File: src/rtl/sequential_divider_if.sv
// Handshake/result bundle for the sequential divider.
// Optional build macro: DIV_DEBUG_EN adds the iteration counter 'count'.
interface sequential_divider_if #(
    parameter int WIDTH = 4
);
    localparam int CW = $clog2(WIDTH + 1);

    logic             start;
    logic [WIDTH-1:0] dividend;
    logic [WIDTH-1:0] divisor;
    logic [WIDTH-1:0] quotient;
    logic [WIDTH-1:0] remainder;
    logic             busy;
    logic             done;
    logic             div_by_zero;
`ifdef DIV_DEBUG_EN
    logic [CW-1:0]    count;
`endif

    // Requester side: issues operands and observes results.
    modport master (
        output start, dividend, divisor,
        input  quotient, remainder, busy, done, div_by_zero
`ifdef DIV_DEBUG_EN
        , input count
`endif
    );

    // Divider side.
    modport slave (
        input  start, dividend, divisor,
        output quotient, remainder, busy, done, div_by_zero
`ifdef DIV_DEBUG_EN
        , output count
`endif
    );
endinterface

File: src/rtl/sequential_divider.sv
// Multi-cycle unsigned restoring divider, one quotient bit per clock.
// Shares the start/busy/done handshake of the shift-add multiplier.
// Optional build macro: DIV_DEBUG_EN exposes the iteration counter on 'count'.
module sequential_divider #(
    parameter int WIDTH = 4
) (
    input  logic                 clk,
    input  logic                 rst_n,
    sequential_divider_if.slave  bus
);
    localparam int CW = $clog2(WIDTH + 1);
    localparam logic [CW-1:0] LAST_ITER = CW'(WIDTH - 1);

    typedef enum logic [1:0] {
        S_IDLE = 2'd0,
        S_RUN  = 2'd1,
        S_DONE = 2'd2
    } state_t;

    state_t           state_q, state_d;
    logic [WIDTH-1:0] rem_q, rem_d;        // partial remainder
    logic [WIDTH-1:0] dvd_q, dvd_d;        // dividend shifting out, quotient shifting in
    logic [WIDTH-1:0] dvs_q, dvs_d;        // captured divisor
    logic [CW-1:0]    iter_q, iter_d;
    logic [WIDTH-1:0] quotient_q, quotient_d;
    logic [WIDTH-1:0] remainder_q, remainder_d;
    logic             busy_q, busy_d;
    logic             done_q, done_d;
    logic             dbz_q, dbz_d;

    logic [WIDTH:0]   shifted_s;
    logic [WIDTH:0]   diff_s;
    logic [WIDTH-1:0] step_rem_s;
    logic [WIDTH-1:0] step_quo_s;

    // One restoring step: shift in the next dividend bit, trial-subtract, keep or restore.
    always_comb begin
        shifted_s  = {rem_q, dvd_q[WIDTH-1]};
        diff_s     = shifted_s - {1'b0, dvs_q};
        step_rem_s = shifted_s[WIDTH-1:0];
        step_quo_s = {dvd_q[WIDTH-2:0], 1'b0};
        if (!diff_s[WIDTH]) begin
            step_rem_s = diff_s[WIDTH-1:0];
            step_quo_s = {dvd_q[WIDTH-2:0], 1'b1};
        end else begin
            step_rem_s = shifted_s[WIDTH-1:0];
        end
    end

    // Next-state and output decode; results only change on entry to DONE.
    always_comb begin
        state_d     = state_q;
        rem_d       = rem_q;
        dvd_d       = dvd_q;
        dvs_d       = dvs_q;
        iter_d      = iter_q;
        quotient_d  = quotient_q;
        remainder_d = remainder_q;
        busy_d      = 1'b0;
        done_d      = 1'b0;
        dbz_d       = dbz_q;
        case (state_q)
            S_IDLE: begin
                iter_d = {CW{1'b0}};
                if (bus.start) begin
                    dvd_d = bus.dividend;
                    dvs_d = bus.divisor;
                    rem_d = {WIDTH{1'b0}};
                    if (bus.divisor != {WIDTH{1'b0}}) begin
                        state_d = S_RUN;
                        busy_d  = 1'b1;
                        dbz_d   = 1'b0;
                    end else begin
                        // Zero divisor: skip the iterations and report saturated quotient.
                        state_d     = S_DONE;
                        done_d      = 1'b1;
                        dbz_d       = 1'b1;
                        quotient_d  = {WIDTH{1'b1}};
                        remainder_d = bus.dividend;
                    end
                end else begin
                    state_d = S_IDLE;
                end
            end
            S_RUN: begin
                rem_d  = step_rem_s;
                dvd_d  = step_quo_s;
                iter_d = iter_q + CW'(1);
                if (iter_q == LAST_ITER) begin
                    state_d     = S_DONE;
                    done_d      = 1'b1;
                    quotient_d  = step_quo_s;
                    remainder_d = step_rem_s;
                end else begin
                    busy_d = 1'b1;
                end
            end
            S_DONE: begin
                state_d = S_IDLE;
                iter_d  = {CW{1'b0}};
            end
            default: begin
                state_d = S_IDLE;
                iter_d  = {CW{1'b0}};
            end
        endcase
    end

    // State register.
    always_ff @(posedge clk or negedge rst_n) begin
        if (!rst_n) begin
            state_q <= S_IDLE;
        end else begin
            state_q <= state_d;
        end
    end

    // Datapath and registered outputs.
    always_ff @(posedge clk or negedge rst_n) begin
        if (!rst_n) begin
            rem_q       <= {WIDTH{1'b0}};
            dvd_q       <= {WIDTH{1'b0}};
            dvs_q       <= {WIDTH{1'b0}};
            iter_q      <= {CW{1'b0}};
            quotient_q  <= {WIDTH{1'b0}};
            remainder_q <= {WIDTH{1'b0}};
            busy_q      <= 1'b0;
            done_q      <= 1'b0;
            dbz_q       <= 1'b0;
        end else begin
            rem_q       <= rem_d;
            dvd_q       <= dvd_d;
            dvs_q       <= dvs_d;
            iter_q      <= iter_d;
            quotient_q  <= quotient_d;
            remainder_q <= remainder_d;
            busy_q      <= busy_d;
            done_q      <= done_d;
            dbz_q       <= dbz_d;
        end
    end

    assign bus.quotient    = quotient_q;
    assign bus.remainder   = remainder_q;
    assign bus.busy        = busy_q;
    assign bus.done        = done_q;
    assign bus.div_by_zero = dbz_q;
`ifdef DIV_DEBUG_EN
    assign bus.count       = iter_q;
`endif

endmodule
File: src/flat_wrapper.sv
// flat-port wrapper written by rule: the top's interface ports become plain ports
module sequential_divider_flat 
#(
    parameter int WIDTH = 4
)
  (clk, rst_n, bus_start, bus_dividend, bus_divisor, bus_quotient, bus_remainder, bus_busy, bus_done, bus_div_by_zero);
  sequential_divider_if #(.WIDTH(WIDTH)) bus_i ();
  input  logic clk;
  input  logic rst_n;
  input wire logic [$bits(bus_i.start)-1:0] bus_start;
  input wire logic [$bits(bus_i.dividend)-1:0] bus_dividend;
  input wire logic [$bits(bus_i.divisor)-1:0] bus_divisor;
  output wire logic [$bits(bus_i.quotient)-1:0] bus_quotient;
  output wire logic [$bits(bus_i.remainder)-1:0] bus_remainder;
  output wire logic [$bits(bus_i.busy)-1:0] bus_busy;
  output wire logic [$bits(bus_i.done)-1:0] bus_done;
  output wire logic [$bits(bus_i.div_by_zero)-1:0] bus_div_by_zero;
  assign bus_i.start = bus_start;
  assign bus_i.dividend = bus_dividend;
  assign bus_i.divisor = bus_divisor;
  assign bus_quotient = bus_i.quotient;
  assign bus_remainder = bus_i.remainder;
  assign bus_busy = bus_i.busy;
  assign bus_done = bus_i.done;
  assign bus_div_by_zero = bus_i.div_by_zero;
  sequential_divider #(.WIDTH(WIDTH)) u_core (.clk(clk), .rst_n(rst_n), .bus(bus_i));
endmodule
File: config.mk
export PLATFORM = sky130hd
export DESIGN_NAME = sequential_divider_flat
export DESIGN_NICKNAME = d
export VERILOG_FILES = /design/src/rtl/sequential_divider_if.sv /design/src/rtl/sequential_divider.sv /design/src/flat_wrapper.sv
export SDC_FILE = /design/constraint.sdc
export NUM_CORES = 1
export LEC_CHECK = 0
export BUFFER_PORTS_ARGS = -buffer_cell sky130_fd_sc_hd__buf_2
export CAP_MARGIN = 20
export CORE_UTILIZATION = 50
export DETAILED_ROUTE_END_ITERATION = 16
export PLACE_DENSITY = 0.76
export REMOVE_ABC_BUFFERS = 1
export SYNTH_ARGS = -nofsm -noshare
export SYNTH_HDL_FRONTEND = slang
export SYNTH_SLANG_ARGS = --single-unit
File: constraint.sdc
create_clock -name clk -period 1.9 [get_ports clk]
set_input_delay 0.285 -clock clk [delete_from_list [all_inputs] [get_ports clk]]
set_output_delay 0.285 -clock clk [all_outputs]
set_load 0.05 [all_outputs]
# Word level (Yosys, flattened, before mapping)
# Index checks and enable logic that the tools add are counted.
# word_totals
ff_bits	28
out_inout_bits	11
# op_classes
n_addsub	2
eq_ne	5
n_mux	27
reduce_logical	6
# ops
cell	n
$mux 4	9
$pmux 4 s2	4
$mux 1	7
$mux 2	3
$sub 5x4->5	1
$ne 2x2->1 const B	2
$pmux 1 s2	2
$pmux 2 s2	1
$reduce_and 2->1	2
$reduce_and 4->1	1
$reduce_bool 4->1	1
$add 3x1->3 const B	1
$eq 3x2->1 const B	1
$mux 3	1
$eq 2x1->1 const B	1
$logic_not 2->1	1
$ne 2x1->1 const B	1
$reduce_bool 2->1	1

# Longest topological paths before layout
# Gate-level depths: netlist of the first run.
# logic_depth
depth_word	4
mapped_depth	8
mapped_depth_nobuf	8

# Least setup slack after synthesis of the first run
# OpenSTA, ideal clock, no wires.
# synth_timing
kind	register to register
startpoint	register u_core.dvd_q[3]
endpoint	register u_core.remainder_q[3], in the netlist u_core.bus.remainder[3]
setup_ns	0.138
t_arrival_ns	1.840
required_time_ns	1.762
setup_slack_ns	-0.077
path_stages_with_launch	9
synth_period_minus_slack_ns	1.977
path_cell_list	dfrtp_1 > inv_1 > ha_1 > fa_1 > nand2b_2 > a21oi_4 > xnor2_1 > nand2b_4 > a41oi_2
# synth_via
elab_chain_cells	4
# synth_rtl
item	line_no	text
start: declaration	sequential_divider.sv:22	logic [WIDTH-1:0] dvd_q, dvd_d;
start signal: assignment	sequential_divider.sv:122	dvd_q <= {WIDTH{1'b0}};
start signal: assignment	sequential_divider.sv:132	dvd_q <= dvd_d;
$sub 5x4->5	sequential_divider.sv:39	diff_s = shifted_s - {1'b0, dvs_q};
$mux 4	sequential_divider.sv:42	if (!diff_s[WIDTH]) begin
$mux 4	sequential_divider.sv:89	if (iter_q == LAST_ITER) begin
$pmux 4 s2	sequential_divider.sv:62	case (state_q)
end signal: assignment	sequential_divider.sv:126	remainder_q <= {WIDTH{1'b0}};
end signal: assignment	sequential_divider.sv:136	remainder_q <= remainder_d;
end: declaration	sequential_divider.sv:26	logic [WIDTH-1:0] remainder_q, remainder_d;
# Every way passes these cells. The select of a mux whose other input is x is not followed.
# A chain may end at the register's enable or synchronous reset.

# Worst setup path after layout of the first run
# layout_timing
startpoint	register u_core.dvs_q[0]
endpoint	register u_core.remainder_q[2], in the netlist u_core.bus.remainder[2]
# layout_via
elab_chain_cells	4
# layout_rtl
item	line_no	text
start: declaration	sequential_divider.sv:23	logic [WIDTH-1:0] dvs_q, dvs_d;
start signal: assignment	sequential_divider.sv:123	dvs_q <= {WIDTH{1'b0}};
start signal: assignment	sequential_divider.sv:133	dvs_q <= dvs_d;
$sub 5x4->5	sequential_divider.sv:39	
$mux 4	sequential_divider.sv:42	
$mux 4	sequential_divider.sv:89	
$pmux 4 s2	sequential_divider.sv:62	
# Every way passes these cells. The select of a mux whose other input is x is not followed.

==> results of run 1 <==
[cells in the mapped netlist, drive strengths merged, types with 3 or more instances]
cell / n
ha: 6
nand3: 4
a41oi: 3
a31oi: 6
nor2: 18
a21oi: 6
nand2: 28
buf: 5
nand2b: 7
inv: 6
o21ai: 8
dfrtp: 28
[area by class of cell]
| type | instances | area [um2] | share of cell area |
|---|---|---|---|
| Multi-Input combinational cell | 107 | 706 | 0.402 |
| Sequential cell | 28 | 701 | 0.399 |
| Timing Repair Buffer | 37 | 235 | 0.134 |
| Tap cell | 31 | 38.8 | 0.0221 |
| Clock inverter | 1 | 30.0 | 0.0171 |
| Clock buffer | 3 | 22.5 | 0.0128 |
| Inverter | 6 | 22.5 | 0.0128 |
[layout by cell type, fill, tap and decap left out, drive strengths merged, types with 3 or more instances in the layout]
cell type  Yosys  final
clkbuf         1      3
nand2         28     28
nand3          4      4
a31oi          6      6
buf            5     36
o21ai          8      8
ha             6      6
nor2          18     18
a41oi          3      3
inv            6      6
dfrtp         28     28
a21oi          6      6
nand2b         7      7
[final timing paths]
kind	start	endpoint	slack, ps
max	u_core.dvs_q[0]	u_core.bus.remainder[2]	-130
min	bus_divisor[0]	u_core.dvs_q[0]	190
max reg2reg	u_core.dvs_q[0]	u_core.bus.remainder[2]	-130
min reg2reg	u_core.iter_q[0]	u_core.iter_q[0]	450
max in group asynchronous	rst_n	u_core.bus.quotient[0]	1010
min in group asynchronous	rst_n	u_core.rem_q[0]	480
[sequential cells by signal, summed over array words and instances (netlist names)]
signal                  count
u_core.state_q              2
u_core.bus.quotient         4
u_core.bus.busy             1
u_core.iter_q               3
u_core.bus.div_by_zero      1
u_core.bus.remainder        4
u_core.rem_q                4
u_core.bus.done             1
u_core.dvd_q                4
u_core.dvs_q                4
[critical path: cells and delay by family, from the launching register on]
| kind | cells | cell delay (ps) |
|---|---|---|
| compound gates | 3 | 630 |
| fa+ha+maj | 2 | 530 |
| flops | 1 | 430 |
| simple gates | 2 | 190 |
| buf+inv | 1 | 140 |
[what timing repair did]
item	4_1_cts	5_1_grt
hold buffers	1	0
resized for setup	8	4
setup endpoints to repair	10	9
hold endpoints to repair	28	0
buffers inserted	4	3
pin swaps	6	7
[metrics by stage]
| stage | hold slack, ps | utilization | setup slack, ps | instances |
|---|---|---|---|---|
| final | 192 | 0.642 | -131 | 213 |
| after global routing | 197 | 0.642 | -206 | 213 |
| after CTS | 176 | 0.630 | -24.6 | 210 |
| after detailed placement | 333 | 0.584 | -136 | 201 |
| after global placement | 329 | 0.584 | -63.7 | 201 |
| after floorplan | -10.6 | - | -88.2 | 141 |
[routing by layer]
layer,vias up,GRT usage,wire (um),share of wire
met5,-,0,0,0
met4,0,0.0714,61,0.019
met3,6,0.0375,87,0.027
met2,28,0.410,1710,0.52
met1,584,0.281,1410,0.43
li1,570,-,-,-
[logic make-up (layout without fill, tap and decap cells)]
logic type,Yosys count,count (layout),synth area share
adder cells (fa/ha/maj),7,7,0.0666
multiplexers,1,1,0.00701
AND/OR/NAND/NOR,67,67,0.234
buffers and inverters,12,47,0.0394
AO/OA/AOI/OAI,29,29,0.144
XOR/XNOR,3,3,0.0184
flip-flops,28,28,0.491
==> key figures, run 1 <==
CTS
  – H-tree level count: 1
  – Clk buf depth: 2
  – Clk slew on worst S/H paths: 150 ps
  – CTS buffer count: 3
  – Clk root buf: clkbuf_4
  – Total clock sinks: 28
  – CTS tree: done
  – Clk_lat worst skew: 340 ps

Synthesis
  – Synth Area per Inst: 9.71 um2
  – Primary FF master, synth: dfrtp_1
  – Mapped cell area: 1430 um2
  – Post-synth EDFFs: 0
  – Synth top area share: 0.491
  – Cell taking the most area after synthesis: dfrtp_1
  – Post-synthesis register bit count: 28
  – Syn Inst Count: 147
  – Synth Warn #: 0
  – Sequential share of the synthesized area: 0.491
  – Top cells by area, synth: dfrtp_1 (49%), nand2_1 (7.1%), ha_1 (5.3%), nor2_1 (4.7%), o21ai_0 (2.5%)
  – Synth cell types: 37
  – Synth async-reset ratio: 1.00

GRT
  – Total track usage: 0.229
  – Largest net degree at the start of global routing: 29
  – Global-route wire length before repair: 5530 um
  – Antenna violations before repair: 0
  – Vias in the first global route: 1217
  – GR Overflow Total: 0

Critical path
  – CP Data Arrival Time: 2250 ps
  – CP required: 2120 ps
  – Crit path launch type: register
  – FF-to-FF path depth: 8
  – Critical path class: register to register
  – Slowest stage delay, CP: 430 ps
  – CP max stage cell: dfrtp_1
  – Critical Path End Type: register
  – Max FO, Critical Path: 3
  – Crit-path cells: ha_2, fa_2, nand2b_4, a21oi_4, buf_6, nor2_2, a311oi_2, a31oi_1

Floorplan
  – DIE AREA: 3070 um2
  – Area of the core: 2730 um2
  – Num rows: 19
  – Die X: 55.4 um
  – Ports: 22
  – Die H: 55.4 um
  – Initial Util: 0.522

Routing
  – Drt initial violations: 26
  – Drt pass-1 iters: 4
  – Vias per cell: 5.58
  – DRC violations left: 0
  – DR WL/cell: 15.4 um
  – Overall via count from detail_route: 1188
  – Total wire length: 3280 um
  – Post-DRT Antenna Nets: 0

Placed design
  – Gpl congestion: 0.892
  – Placed inst area: 1600 um2
  – I/O Buffers: 21
  – Dpl hpwl: 2150 um

Worst hold path
  – Hold WC Path Type: input pin to register
  – Worst hold path depth: 3

Run
  – Max-cap violation count: 0

Finish
  – Net count, final: 201
  – Layout cells sized above 1: 0.308
  – # diodes: 0
  – Area grow syn2layout: 23.0%
  – Fin area: 1760 um2
  – Filler cells: 223

Timing
  – Tcrit/Tclk final: 1.07
  – Slew Viols, Final: 0
  – Fin Clk Skew: 1.40 ps
  – Worst-Margin Slew: 638 ps
  – Max Freq: 0.492 GHz
  – Tmin final: 2030 ps
  – Hold Fails Final Rpt: 0
  – Normalized max-slew margin: 0.575
  – # setup viols final: 5
  – RSZ-0062 raised after global routing: true
  – Setup TNS: -237 ps
  – Final WS setup: -131 ps

Status
  – Violated checks: negative setup slack
  – Status: finished with violations
Power of run 1 is left out: the tool's default activity adds up to more than one toggle a clock period on the data nets, which glitch-free logic cannot reach.
==> run 2: changes to the inputs <==
--- a/config.mk
+++ b/config.mk
@@ -5,6 +5,7 @@
 export SDC_FILE = /design/constraint.sdc
 export NUM_CORES = 1
 export LEC_CHECK = 0
+export ABC_AREA = 1
 export BUFFER_PORTS_ARGS = -buffer_cell sky130_fd_sc_hd__buf_2
 export CAP_MARGIN = 20
 export CORE_UTILIZATION = 50
==> key figures, run 2 <==
Floorplan
  – DIE AREA: 3060 um2
  – Num rows: 18
  – Initial Util: 0.549
  – Die X: 55.3 um
  – Ports: 22
  – Area of the core: 2590 um2
  – Die H: 55.3 um

Finish
  – Final core occ: 0.625
  – Layout cells sized above 1: 0.204
  – Commonest non-fill, non-tap cell in the layout: nand2_1
  – Area grow syn2layout: 13.7%
  – Fin area: 1620 um2
  – Filler cells: 228
  – # diodes: 0
  – Net count, final: 215
  – Most frequent cells in the layout: nand2_1 (34), inv_1 (30), dfrtp_1 (28)

Synthesis
  – Count leader, synth: nand2_1
  – Top cells by area, synth: dfrtp_1 (49%), nand2_1 (9.5%), inv_1 (7.9%), nand3_1 (7.7%), ha_1 (5.3%)
  – Synth Warn #: 0
  – Primary FF master, synth: dfrtp_1
  – Main combinational cell family by area after synthesis: simple AND/OR/NAND/NOR gates
  – Cell taking the most area after synthesis: dfrtp_1
  – Synth async-reset ratio: 1.00
  – Syn Inst Count: 172
  – Sequential share of the synthesized area: 0.493
  – Post-synth EDFFs: 0
  – Synth Area in Compound Gates: 0.0783
  – Synth cell types: 26
  – XOR/XNOR share of the synthesized area: 0.00616
  – Commonest cells post-synth: nand2_1 (36), inv_1 (30), dfrtp_1 (28)
  – Synth top area share: 0.493
  – Adder-cell area share of the yosys netlist: 0.0668
  – Post-synthesis register bit count: 28
  – Synth Area per Inst: 8.27 um2
  – Mapped cell area: 1420 um2
  – Post-synthesis simple-gate area fraction: 0.252
  – Multiplexer area fraction after synthesis: 0

GRT
  – Total track usage: 0.195
  – GR Util met2: 0.348
  – Antenna violations before repair: 0
  – Global-route wire length before repair: 4790 um
  – Grt met1 use: 0.238
  – GR Overflow Total: 0
  – Gr busiest metal: met2
  – GRT met3 Usage: 0.0281
  – Largest net degree at the start of global routing: 29
  – Vias in the first global route: 1157

Placed design
  – I/O Buffers: 21
  – Dpl ws: 18.3 ps
  – Dpl hpwl: 2090 um
  – Placed inst area: 1550 um2
  – Gpl congestion: 0.842

CTS
  – CTS tree: done
  – Total clock sinks: 28
  – H-tree level count: 1
  – Clk_lat worst skew: 340 ps
  – Clk root buf: clkbuf_4
  – CTS buffer count: 3
  – Clk buf depth: 2
  – Clk slew on worst S/H paths: 150 ps

Timing
  – Worst-Margin Slew: 610 ps
  – Tcrit/Tclk final: 0.966
  – Tmin final: 1840 ps
  – RSZ-0062 raised after global routing: true
  – Max Freq: 0.545 GHz
  – Slew Viols, Final: 0
  – Normalized max-slew margin: 0.593
  – Final WS setup: 64.1 ps
  – Hold Fails Final Rpt: 0
  – Fin Clk Skew: 2.24 ps
  – # setup viols final: 0

Run
  – Max-cap violation count: 0

Critical path
  – CP Data Arrival Time: 2130 ps
  – CP max stage cell: dfrtp_1
  – Max FO, Critical Path: 6
  – Crit-path cells: inv_1, ha_2, fa_2, inv_1, nand2_1, nand2_1, nand3_1, nand2_2, nand3_1, nand3_1, nand2_1, inv_1
  – Top delay family on crit path: simple AND/OR/NAND/NOR gates
  – Crit path launch type: register
  – CP required: 2200 ps
  – Slowest stage delay, CP: 380 ps
  – Worst path bufs/invs: 3
  – Critical path class: register to register
  – Critical Path End Type: register

Status
  – Status: finished, final reports clean

Routing
  – DRC violations left: 0
  – Overall via count from detail_route: 1178
  – Drt pass-1 iters: 4
  – Post-DRT Antenna Nets: 0
  – Total wire length: 2760 um
  – DR WL/cell: 12.2 um
  – Vias per cell: 5.21
  – Drt initial violations: 22

Worst hold path
  – Hold WC Path Type: input pin to register
-- run 2: cells by family (layout without fill, tap and decap cells) --
logic type / after synthesis / count (layout)
adder cells (fa/ha/maj): 7 / 7
AO/OA/AOI/OAI: 19 / 19
buffers and inverters: 37 / 61
flip-flops: 28 / 28
AND/OR/NAND/NOR: 80 / 80
XOR/XNOR: 1 / 1
-- run 2: layer usage --
layer | up-vias | part of all wire
met5 | - | 0
met4 | 0 | 0.016
met3 | 5 | 0.030
met2 | 21 | 0.50
met1 | 562 | 0.45
li1 | 590 | -
-- run 2: what timing repair did --
| item | 4_1_cts | 5_1_grt |
|---|---|---|
| pin swaps | 0 | 2 |
| gates resized for setup | 1 | 4 |
| hold buffers | 1 | 0 |
| setup endpoints to repair | 3 | 9 |
| setup buffers | 0 | 1 |
| hold endpoints to repair | 28 | 0 |
-- run 2: area by class of cell --
| type | instances | area [um2] | area share |
|---|---|---|---|
| inverter | 33 | 124 | 0.0766 |
| timing repair buffer | 24 | 130 | 0.0804 |
| tap | 30 | 37.5 | 0.0232 |
| clock buffer | 4 | 36.3 | 0.0224 |
| sequential | 28 | 701 | 0.433 |
| multi-input combinational | 107 | 589 | 0.364 |
-- run 2: final timing paths --
path | from | endpoint | slack, ps | cells after the start
setup / recovery | u_core.dvd_q[3] | u_core.bus.remainder[0] | 60 | 12
hold / removal | bus_divisor[1] | u_core.dvs_q[1] | 200 | 3
setup reg to reg | u_core.dvd_q[3] | u_core.bus.remainder[0] | 60 | 12
hold reg to reg | u_core.iter_q[0] | u_core.iter_q[0] | 440 | 1
max in group asynchronous | rst_n | u_core.bus.quotient[1] | 1030 | 2
min in group asynchronous | rst_n | u_core.dvd_q[0] | 470 | 2
-- run 2: tightest hold or removal path: stages --
cell	delay, ps
buf_2	100
inv_1	50
o21ai_0	70
-- run 2: metrics by stage --
stage               instances  setup TNS [ps]  hold slack, ps
floorplan                 168               0           -10.6
detailed placement        220               0             334
CTS                       225               0             199
global placement          220               0             324
finish                    226               0             197
global route              226            -183             225
Power of run 2 is left out for the same reason.
==> run 3: changes to the inputs <==
--- a/config.mk
+++ b/config.mk
@@ -7,11 +7,12 @@
 export LEC_CHECK = 0
 export ABC_AREA = 1
 export BUFFER_PORTS_ARGS = -buffer_cell sky130_fd_sc_hd__buf_2
-export CAP_MARGIN = 20
+export CAP_MARGIN = 25
 export CORE_UTILIZATION = 50
 export DETAILED_ROUTE_END_ITERATION = 16
 export PLACE_DENSITY = 0.76
 export REMOVE_ABC_BUFFERS = 1
+export SETUP_SLACK_MARGIN = 0.2
 export SYNTH_ARGS = -nofsm -noshare
 export SYNTH_HDL_FRONTEND = slang
 export SYNTH_SLANG_ARGS = --single-unit
==> key figures, run 3 (same netlist as run 2, synthesis figures left out) <==
Status
  – Status: finished, final reports clean

Routing
  – Vias per cell: 5.17
  – Drt pass-1 iters: 4
  – Overall via count from detail_route: 1179
  – Total wire length: 3040 um
  – Drt initial violations: 17
  – DRC violations left: 0
  – Post-DRT Antenna Nets: 0
  – DR WL/cell: 13.3 um

GRT
  – Largest net degree at the start of global routing: 29
  – Vias in the first global route: 1171
  – Antenna violations before repair: 0
  – Total track usage: 0.204
  – Global-route wire length before repair: 4980 um
  – GR Overflow Total: 0

Critical path
  – CP Data Arrival Time: 2000 ps
  – CP required: 2160 ps
  – Critical Path End Type: register
  – Critical R2R Launch: u_core.dvd_q[3]
  – Crit path launch type: register
  – Critical path class: register to register
  – Worst Setup SP: u_core.dvd_q[3]
  – Max FO, Critical Path: 4

Timing
  – # setup viols final: 0
  – Fin Clk Skew: 2.55 ps
  – Max Freq: 0.576 GHz
  – Worst-Margin Slew: 617 ps
  – Tmin final: 1740 ps
  – Normalized max-slew margin: 0.589
  – Hold Fails Final Rpt: 0
  – RSZ-0062 raised after global routing: true
  – Tcrit/Tclk final: 0.914
  – Setup TNS: 0 ps
  – Slew Viols, Final: 0

Floorplan
  – Die X: 55.3 um
  – Ports: 22
  – DIE AREA: 3060 um2
  – Die H: 55.3 um
  – Num rows: 18
  – Initial Util: 0.549
  – Area of the core: 2590 um2

CTS
  – Total clock sinks: 28
  – CTS buffer count: 3
  – Clk_lat worst skew: 340 ps
  – Clk root buf: clkbuf_4
  – H-tree level count: 1
  – Clk slew on worst S/H paths: 150 ps
  – Clk buf depth: 2
  – CTS tree: done

Placed design
  – I/O Buffers: 21
  – Gpl congestion: 0.842
  – Dpl hpwl: 2090 um

Finish
  – Layout cells sized above 1: 0.318
  – Area grow syn2layout: 24.4%
  – # diodes: 0
  – Filler cells: 191
  – Most frequent cells in the layout: nand2_1 (32), inv_1 (28), dfrtp_1 (28)
  – Net count, final: 217
  – Commonest non-fill, non-tap cell in the layout: nand2_1

Run
  – Max-cap violation count: 0

Worst hold path
  – Hold path startpoint: bus_divisor[1]
  – Hold WC Path Type: input pin to register
==> run 3: path summary, 6_finish.rpt <==
kind	end	slack, ps	depth (start not counted)
worst min-delay path	u_core.dvs_q[1]	200	3
worst max register to register	u_core.bus.remainder[2]	160	11
worst min register to register	u_core.iter_q[0]	440	1
min in group asynchronous	u_core.iter_q[2]	480	2
worst max-delay path	u_core.bus.remainder[2]	160	11
max in group asynchronous	u_core.bus.busy	1030	2
==> run 3: layout make-up <==
class / instances / area (um2) / share of cell area
Multi-Input combinational cell: 107 / 726 / 0.410
Timing Repair Buffer: 26 / 145 / 0.0820
Tap cell: 30 / 37.5 / 0.0212
Sequential cell: 28 / 701 / 0.396
Clock buffer: 4 / 36.3 / 0.0205
Inverter: 33 / 124 / 0.0700
==> run 3: stage by stage <==
stage,cell area [um2],setup WS [ps],utilization,std cells,hold slack (ps)
final,1770,164,0.683,228,198
after global routing,1770,47.0,0.683,228,224
after CTS,1670,180,0.643,226,199
after detailed placement,1550,18.3,0.598,220,334
after global placement,1550,117,0.598,220,324
after floorplan,1400,232,-,168,-10.6
==> run 3: layer usage <==
layer | vias to the layer above | global-route usage | share of wire
li1 | 593 | - | -
met1 | 566 | 0.258 | 0.44
met2 | 15 | 0.355 | 0.51
met3 | 5 | 0.0281 | 0.029
met4 | 0 | 0.0786 | 0.014
met5 | - | 0 | 0
==> run 3: repair_timing <==
action	CTS	global route
hold buffers	1	0
pin swaps	4	11
gates resized for setup	18	15
hold endpoints to repair	28	0
setup buffers	1	2
endpoints found under the setup margin	10	10
==> run 3: worst max-delay path, cell delays in order, from the launching register on <==
cell     delay [ps]
dfrtp_1         390
inv_2            60
ha_4            160
fa_2            360
inv_2            80
nand3_2          90
nand3_1         130
nand2_2         120
nand3_2         110
nand3_2          80
nand2_1          50
inv_1            30
Power of run 3 is left out for the same reason.
